--- config.mk ---
export PLATFORM = sky130hd
export DESIGN_NAME = hydra_tx_scheduler
export DESIGN_NICKNAME = d
export VERILOG_FILES = /design/src/rtl/hydra_pkg.sv /design/src/rtl/sat_counter.sv /design/src/rtl/hydra_tx_scheduler.sv
export SDC_FILE = /design/constraint.sdc
export NUM_CORES = 1
export LEC_CHECK = 0
export CAP_MARGIN = 10
export CORE_MARGIN = 8
export CORE_UTILIZATION = 46
export CTS_CLUSTER_SIZE = 24
export DETAILED_ROUTE_END_ITERATION = 16
export HOLD_SLACK_MARGIN = 0.05
export MAX_ROUTING_LAYER = met4
export PLACE_DENSITY = 0.86
export SLEW_MARGIN = 0
export SYNTH_ARGS = -nofsm -noshare
export SYNTH_HDL_FRONTEND = slang
export SYNTH_HIERARCHICAL = 1
export SYNTH_SLANG_ARGS = --single-unit
--- constraint.sdc ---
create_clock -name clk_i -period 3.3 [get_ports clk_i]
set_input_delay 0.495 -clock clk_i [delete_from_list [all_inputs] [get_ports clk_i]]
set_output_delay 0.495 -clock clk_i [all_outputs]
set_load 0.03 [all_outputs]
--- src/rtl/hydra_pkg.sv ---
// Shared types and constants for the Hydra TX scheduler: FSM state encoding,
// routing bit position and statistics counter width.
package hydra_pkg;

  localparam int unsigned DOWNSTREAM_BIT = 62;
  localparam int unsigned COUNT_W        = 16;

  typedef enum logic [2:0] {
    StIdle,
    StFetch,
    StCapture,
    StDrop,
    StWaitIdle,
    StLoad,
    StSettle
  } sched_state_e;

endpackage

--- src/rtl/sat_counter.sv ---
// Saturating up-counter with synchronous clear; clear has priority over increment.
module sat_counter #(
  parameter int unsigned Width = 16
) (
  input  logic             clk_i,
  input  logic             rst_i,
  input  logic             clr_i,
  input  logic             inc_i,
  output logic [Width-1:0] count_o
);

  logic [Width-1:0] count_q, count_d;

  always_comb begin
    count_d = count_q;
    if (clr_i) begin
      count_d = '0;
    end else if (inc_i && (count_q != '1)) begin
      count_d = count_q + 1'b1;
    end
  end

  always_ff @(posedge clk_i or posedge rst_i) begin
    if (rst_i) begin
      count_q <= '0;
    end else begin
      count_q <= count_d;
    end
  end

  assign count_o = count_q;

endmodule

--- src/rtl/hydra_tx_scheduler.sv ---
// Event FIFO reader for the Hydra TX router: pops one event, waits for its target
// UARTs to go idle (or times out), pulses ld_tx_data and holds the data through settle.
module hydra_tx_scheduler
  import hydra_pkg::*;
#(
  parameter int unsigned Width         = 64,
  parameter int unsigned DownstreamBit = DOWNSTREAM_BIT,
  parameter int unsigned SettleCycles  = 4,
  parameter int unsigned TimeoutCycles = 63
) (
  input  logic               clk_i,
  input  logic               reset_i,
  input  logic               sched_enable_i,
  input  logic               fifo_empty_i,
  input  logic [Width-1:0]   fifo_rd_data_i,
  output logic               fifo_rd_o,
  output logic [Width-1:0]   fifo_data_o,
  output logic               ld_tx_data_o,
  input  logic [3:0]         enable_piso_upstream_i,
  input  logic [3:0]         enable_piso_downstream_i,
  input  logic [3:0]         tx_busy_i,
  input  logic               clear_flags_i,
  output logic               tx_timeout_flag_o,
  output logic               sched_busy_o,
  output logic [COUNT_W-1:0] drop_count_o,
  output logic [COUNT_W-1:0] sent_count_o
);

  localparam int unsigned WaitW   = $clog2(TimeoutCycles + 1);
  localparam int unsigned SettleW = $clog2(SettleCycles + 1);
  localparam logic [WaitW-1:0]   WaitLimit  = WaitW'(TimeoutCycles);
  localparam logic [SettleW-1:0] SettleLast = SettleW'(SettleCycles - 1);

  sched_state_e        state_q, state_d;
  logic [WaitW-1:0]    wait_q, wait_d, wait_inc;
  logic [SettleW-1:0]  settle_q, settle_d;
  logic [3:0]          mask_q, mask_d, cap_mask;
  logic [Width-1:0]    data_q, data_d;
  logic                flag_q, flag_d;
  logic                fifo_rd_q, ld_q, busy_q;
  logic                force_load;

  assign cap_mask = fifo_rd_data_i[DownstreamBit] ? enable_piso_downstream_i
                                                  : enable_piso_upstream_i;
  assign wait_inc = wait_q + 1'b1;

  always_comb begin
    state_d    = state_q;
    wait_d     = wait_q;
    settle_d   = settle_q;
    mask_d     = mask_q;
    data_d     = data_q;
    force_load = 1'b0;
    unique case (state_q)
      StIdle: begin
        if (sched_enable_i && !fifo_empty_i) state_d = StFetch;
      end
      StFetch: state_d = StCapture;
      StCapture: begin
        data_d  = fifo_rd_data_i;
        mask_d  = cap_mask;
        wait_d  = '0;
        state_d = (cap_mask == 4'b0) ? StDrop : StWaitIdle;
      end
      StDrop: state_d = StIdle;
      StWaitIdle: begin
        // An idle target wins over a coincident timeout: that is a normal load.
        if ((tx_busy_i & mask_q) == 4'b0) begin
          state_d = StLoad;
        end else if (wait_inc == WaitLimit) begin
          state_d    = StLoad;
          force_load = 1'b1;
        end else begin
          wait_d = wait_inc;
        end
      end
      StLoad: begin
        settle_d = '0;
        state_d  = StSettle;
      end
      StSettle: begin
        if (settle_q == SettleLast) state_d = StIdle;
        else settle_d = settle_q + 1'b1;
      end
      default: state_d = StIdle;
    endcase

    flag_d = flag_q | force_load;
    if (clear_flags_i) flag_d = 1'b0;
  end

  // Strobes are registered from the next state so they line up with the state itself.
  always_ff @(posedge clk_i or posedge reset_i) begin
    if (reset_i) begin
      state_q   <= StIdle;
      wait_q    <= '0;
      settle_q  <= '0;
      mask_q    <= '0;
      data_q    <= '0;
      flag_q    <= 1'b0;
      fifo_rd_q <= 1'b0;
      ld_q      <= 1'b0;
      busy_q    <= 1'b0;
    end else begin
      state_q   <= state_d;
      wait_q    <= wait_d;
      settle_q  <= settle_d;
      mask_q    <= mask_d;
      data_q    <= data_d;
      flag_q    <= flag_d;
      fifo_rd_q <= (state_d == StFetch);
      ld_q      <= (state_d == StLoad);
      busy_q    <= (state_d != StIdle);
    end
  end

  sat_counter #(
    .Width (COUNT_W)
  ) u_drop_count (
    .clk_i   (clk_i),
    .rst_i   (reset_i),
    .clr_i   (clear_flags_i),
    .inc_i   (state_q == StDrop),
    .count_o (drop_count_o)
  );

  sat_counter #(
    .Width (COUNT_W)
  ) u_sent_count (
    .clk_i   (clk_i),
    .rst_i   (reset_i),
    .clr_i   (clear_flags_i),
    .inc_i   (state_q == StLoad),
    .count_o (sent_count_o)
  );

  assign fifo_rd_o         = fifo_rd_q;
  assign ld_tx_data_o      = ld_q;
  assign sched_busy_o      = busy_q;
  assign fifo_data_o       = data_q;
  assign tx_timeout_flag_o = flag_q;

endmodule

==> results.cfg <==
[sta]
hold_ws_ns = 0.476
hold_viol_final = 0
slew_violations = 0
slew_headroom_pct = 52.1
rsz0062_at_grt = no
setup-tns-final_ns = 0
fin_crit_ns = 2.53
max_freq_ghz = 0.396
setup_viol = 0
worstMarginPinSlew_ns = 0.719
period_share_pct = 76.6
finClkSkew_ns = 0.0120

[synthesis]
ys.flop_type = dfrtp_1
synth.avg_cell_area_um2 = 9.18
postSynthRegisterBits = 116
syn_nets = 675
netlist_area_um2 = 5400
synth_area_leaders = dfrtp_1 54%, nand2_1 14%, a21oi_1 2.9%
synthDominantCellAreaShare_pct = 53.8
synth-edff-count = 0
yosys.area.top_type = dfrtp_1
synth-async-reset-ratio_pct = 100
ys_seq_area_share_pct = 53.8
ys_types = 49
yosysWarnings = 6
synth_cells = 588

[clocking]
htreeDepth = 4
clkSlewWorstSetupHoldPaths_ns = 0.05
cts_tree = done
numCtsBuffers = 17
ctsResizeCount = 0
cts_root_buf = clkbuf_16
cts_setup_buffers = 0
max-clock-path-buffers = 2
clkLatencyLatePin_ns = 0.42
cts.sinks = 116
hold_buffers = 0

[setup_path]
cp_data_arrival_time_ns = 2.87
r2r_setup_slack_ns = 0.77
cp-start-kind = flip-flop
cpMaxStageDelayCell = dfrtp_1
max_stage_delay_ns = 0.55
path_cells = inv_1 > nor3_1 > buf_4 > nand3_1 > or4_4 > or4_1 > a21oi_1
path_max_fanout = 11
crit_type = reg2reg
worstSetupEndpointType = flip-flop
crit_required_ns = 3.64

[detailed_routing]
firstDrtPassIters = 7
vias = 5090
drtIter0Drc = 451
wl_per_cell_um = 17.8
ant_nets = 0
routed_wl_um = 16400
via_per_inst = 5.53
drc_errors = 0

[floorplanning]
core-area_um2 = 11400
rows = 39
initial_core_util_pct = 47.3
boundaryPins = 181
die_w_um = 124
chipHeight_um = 124
fp.dieArea_um2 = 15500

[flow_run]
cap_violations = 0

[grt]
grt_max_degree = 70
grtUsageTotal_pct = 21.5
grt_pass1_wl_um = 26400
grt_overflow = 0
grt_pass1_vias = 5332
antenna_found_initial = 0

[placement]
gp_congestion = 0.925
hpwl_um = 11800
placedCellCount = 889
portBuffers = 180

[hold_path]
hold_class = reg2reg

[finish]
nNetsFinal = 852
synthToLayoutAreaGrowth_pct = 45.8
num-fill-cells = 856
instances_no_fill = 920
diodes = 0
drive_gt1_share_pct = 6.95
multi_input_area_um2 = 2290
seq_area_um2 = 2900

[pwr]
p_leak_nw = 3.46
powerDensity_nw_per_um2 = 887
peakVddDrop_mv = 0.768

[status]
outcome = finished clean
## cells in the mapped netlist (4+ instances only)
| library cell | number |
|---|---|
| or3_1 | 14 |
| o21ai_0 | 17 |
| nand2_1 | 208 |
| o41ai_1 | 4 |
| buf_2 | 11 |
| mux2_2 | 4 |
| mux2i_1 | 9 |
| nand3_1 | 19 |
| dfrtp_1 | 116 |
| nor4_1 | 7 |
| o31ai_1 | 11 |
| clkbuf_1 | 8 |
| or4_1 | 13 |
| ha_1 | 6 |
| a22o_1 | 5 |
| nand2b_1 | 4 |
| nor2_1 | 15 |
| nor3_1 | 12 |
| a21oi_1 | 31 |
| inv_1 | 14 |
| nand4_1 | 8 |
| nor2b_1 | 6 |
## final cells by class
class / instances / area share (%)
clock buffers: 21 / 5.73
clock inverters: 10 / 1.69
inverters: 14 / 0.684
multi-input cells: 430 / 29.1
flip-flops and latches: 116 / 36.9
well taps: 143 / 2.27
repair buffers: 186 / 23.6
## state kept, by name (all words and copies together) (netlist names)
signal / cells
u_sent_count/count_o: 16
fifo_data_o: 64
u_drop_count/count_o: 16
wait_q: 6
mask_q: 4
state_q: 3
tx_timeout_flag_o: 1
settle_q: 3
ld_tx_data_o: 1
sched_busy_o: 1
fifo_rd_o: 1
## worst paths after layout
kind	startpoint	cells after the start	to
setup / recovery	state_q[1]	7	u_drop_count/count_o[13]
hold / removal	fifo_data_o[29]	2	fifo_data_o[29]
setup reg to reg	state_q[1]	7	u_drop_count/count_o[13]
hold reg to reg	fifo_data_o[29]	2	fifo_data_o[29]
max in group asynchronous	reset_i	3	fifo_data_o[10]
min in group asynchronous	reset_i	2	settle_q[0]
## report_power, final
part	internal (mW)	switching [mW]	leakage [nW]	total [mW]
clock	1.19	0.631	0.279	1.82
combinational	1.15	1.72	1.70	2.88
sequential	1.92	0.359	1.48	2.28
## worst max-delay path: cells and delay by family, from the launching register on
family	cells	cell delay (ns)
AND/OR/NAND/NOR	4	1.38
flip-flops	1	0.55
buffers and inverters	2	0.36
AO/OA/AOI/OAI	1	0.16
## layout by cell type, fill, tap and decap left out, types with 2 or more instances in the layout
master and n:
or4_1 13, clkinv_2 5, clkbuf_16 17, bufinv_16 3, a31o_2 2, inv_1 13, o21ai_0 17, clkdlybuf4s50_1 180
a22o_1 5, or3_1 13, nand4_4 2, a21oi_1 31, o31ai_1 11, dfrtp_1 116, nand2b_1 4, or3_2 3
nor3_1 12, clkbuf_1 3, o211ai_1 3, ha_1 6, nand2_1 208, xnor2_1 2, or4_4 2, nand3_1 19
o41ai_1 4, or4_2 2, a31oi_1 3, and4_1 2, clkinvlp_4 3, nor2b_1 6, nor4_1 7, a22oi_1 3
mux2_2 4, nor2_1 15, buf_4 5, nand4_1 8, mux2i_1 9
## per-layer routing
layer	GRT usage, %	routed length (um)	up-vias
met1	23.3	6350	2458
met3	10.5	1850	22
met4	7.80	244	0
met5	-	0	-
met2	33.7	7940	221
li1	-	-	2389
## cell families after synthesis
family / Yosys count / share of synthesized area (%)
XOR/XNOR: 2 / 0.325
multiplexers: 13 / 2.50
AO/OA/AOI/OAI: 86 / 10.0
AND/OR/NAND/NOR: 323 / 28.1
flip-flops: 116 / 53.8
adder cells (fa/ha/maj): 6 / 1.39
buffers and inverters: 42 / 3.90
## stage by stage
step | power [mW] | cell area, um2 | util (%) | setup WS, ns
finish | 6.98 | 7870 | 68.9 | 0.772
global route | 7.36 | 7870 | 68.9 | 0.552
CTS | 7.04 | 7870 | 68.9 | 0.792
detailed placement | 5.16 | 7280 | 63.8 | 0.809
global placement | 5.04 | 7280 | 63.8 | 0.949
floorplan | 3.92 | 5400 | - | 0.640
Power figures use the tool's default switching activity.
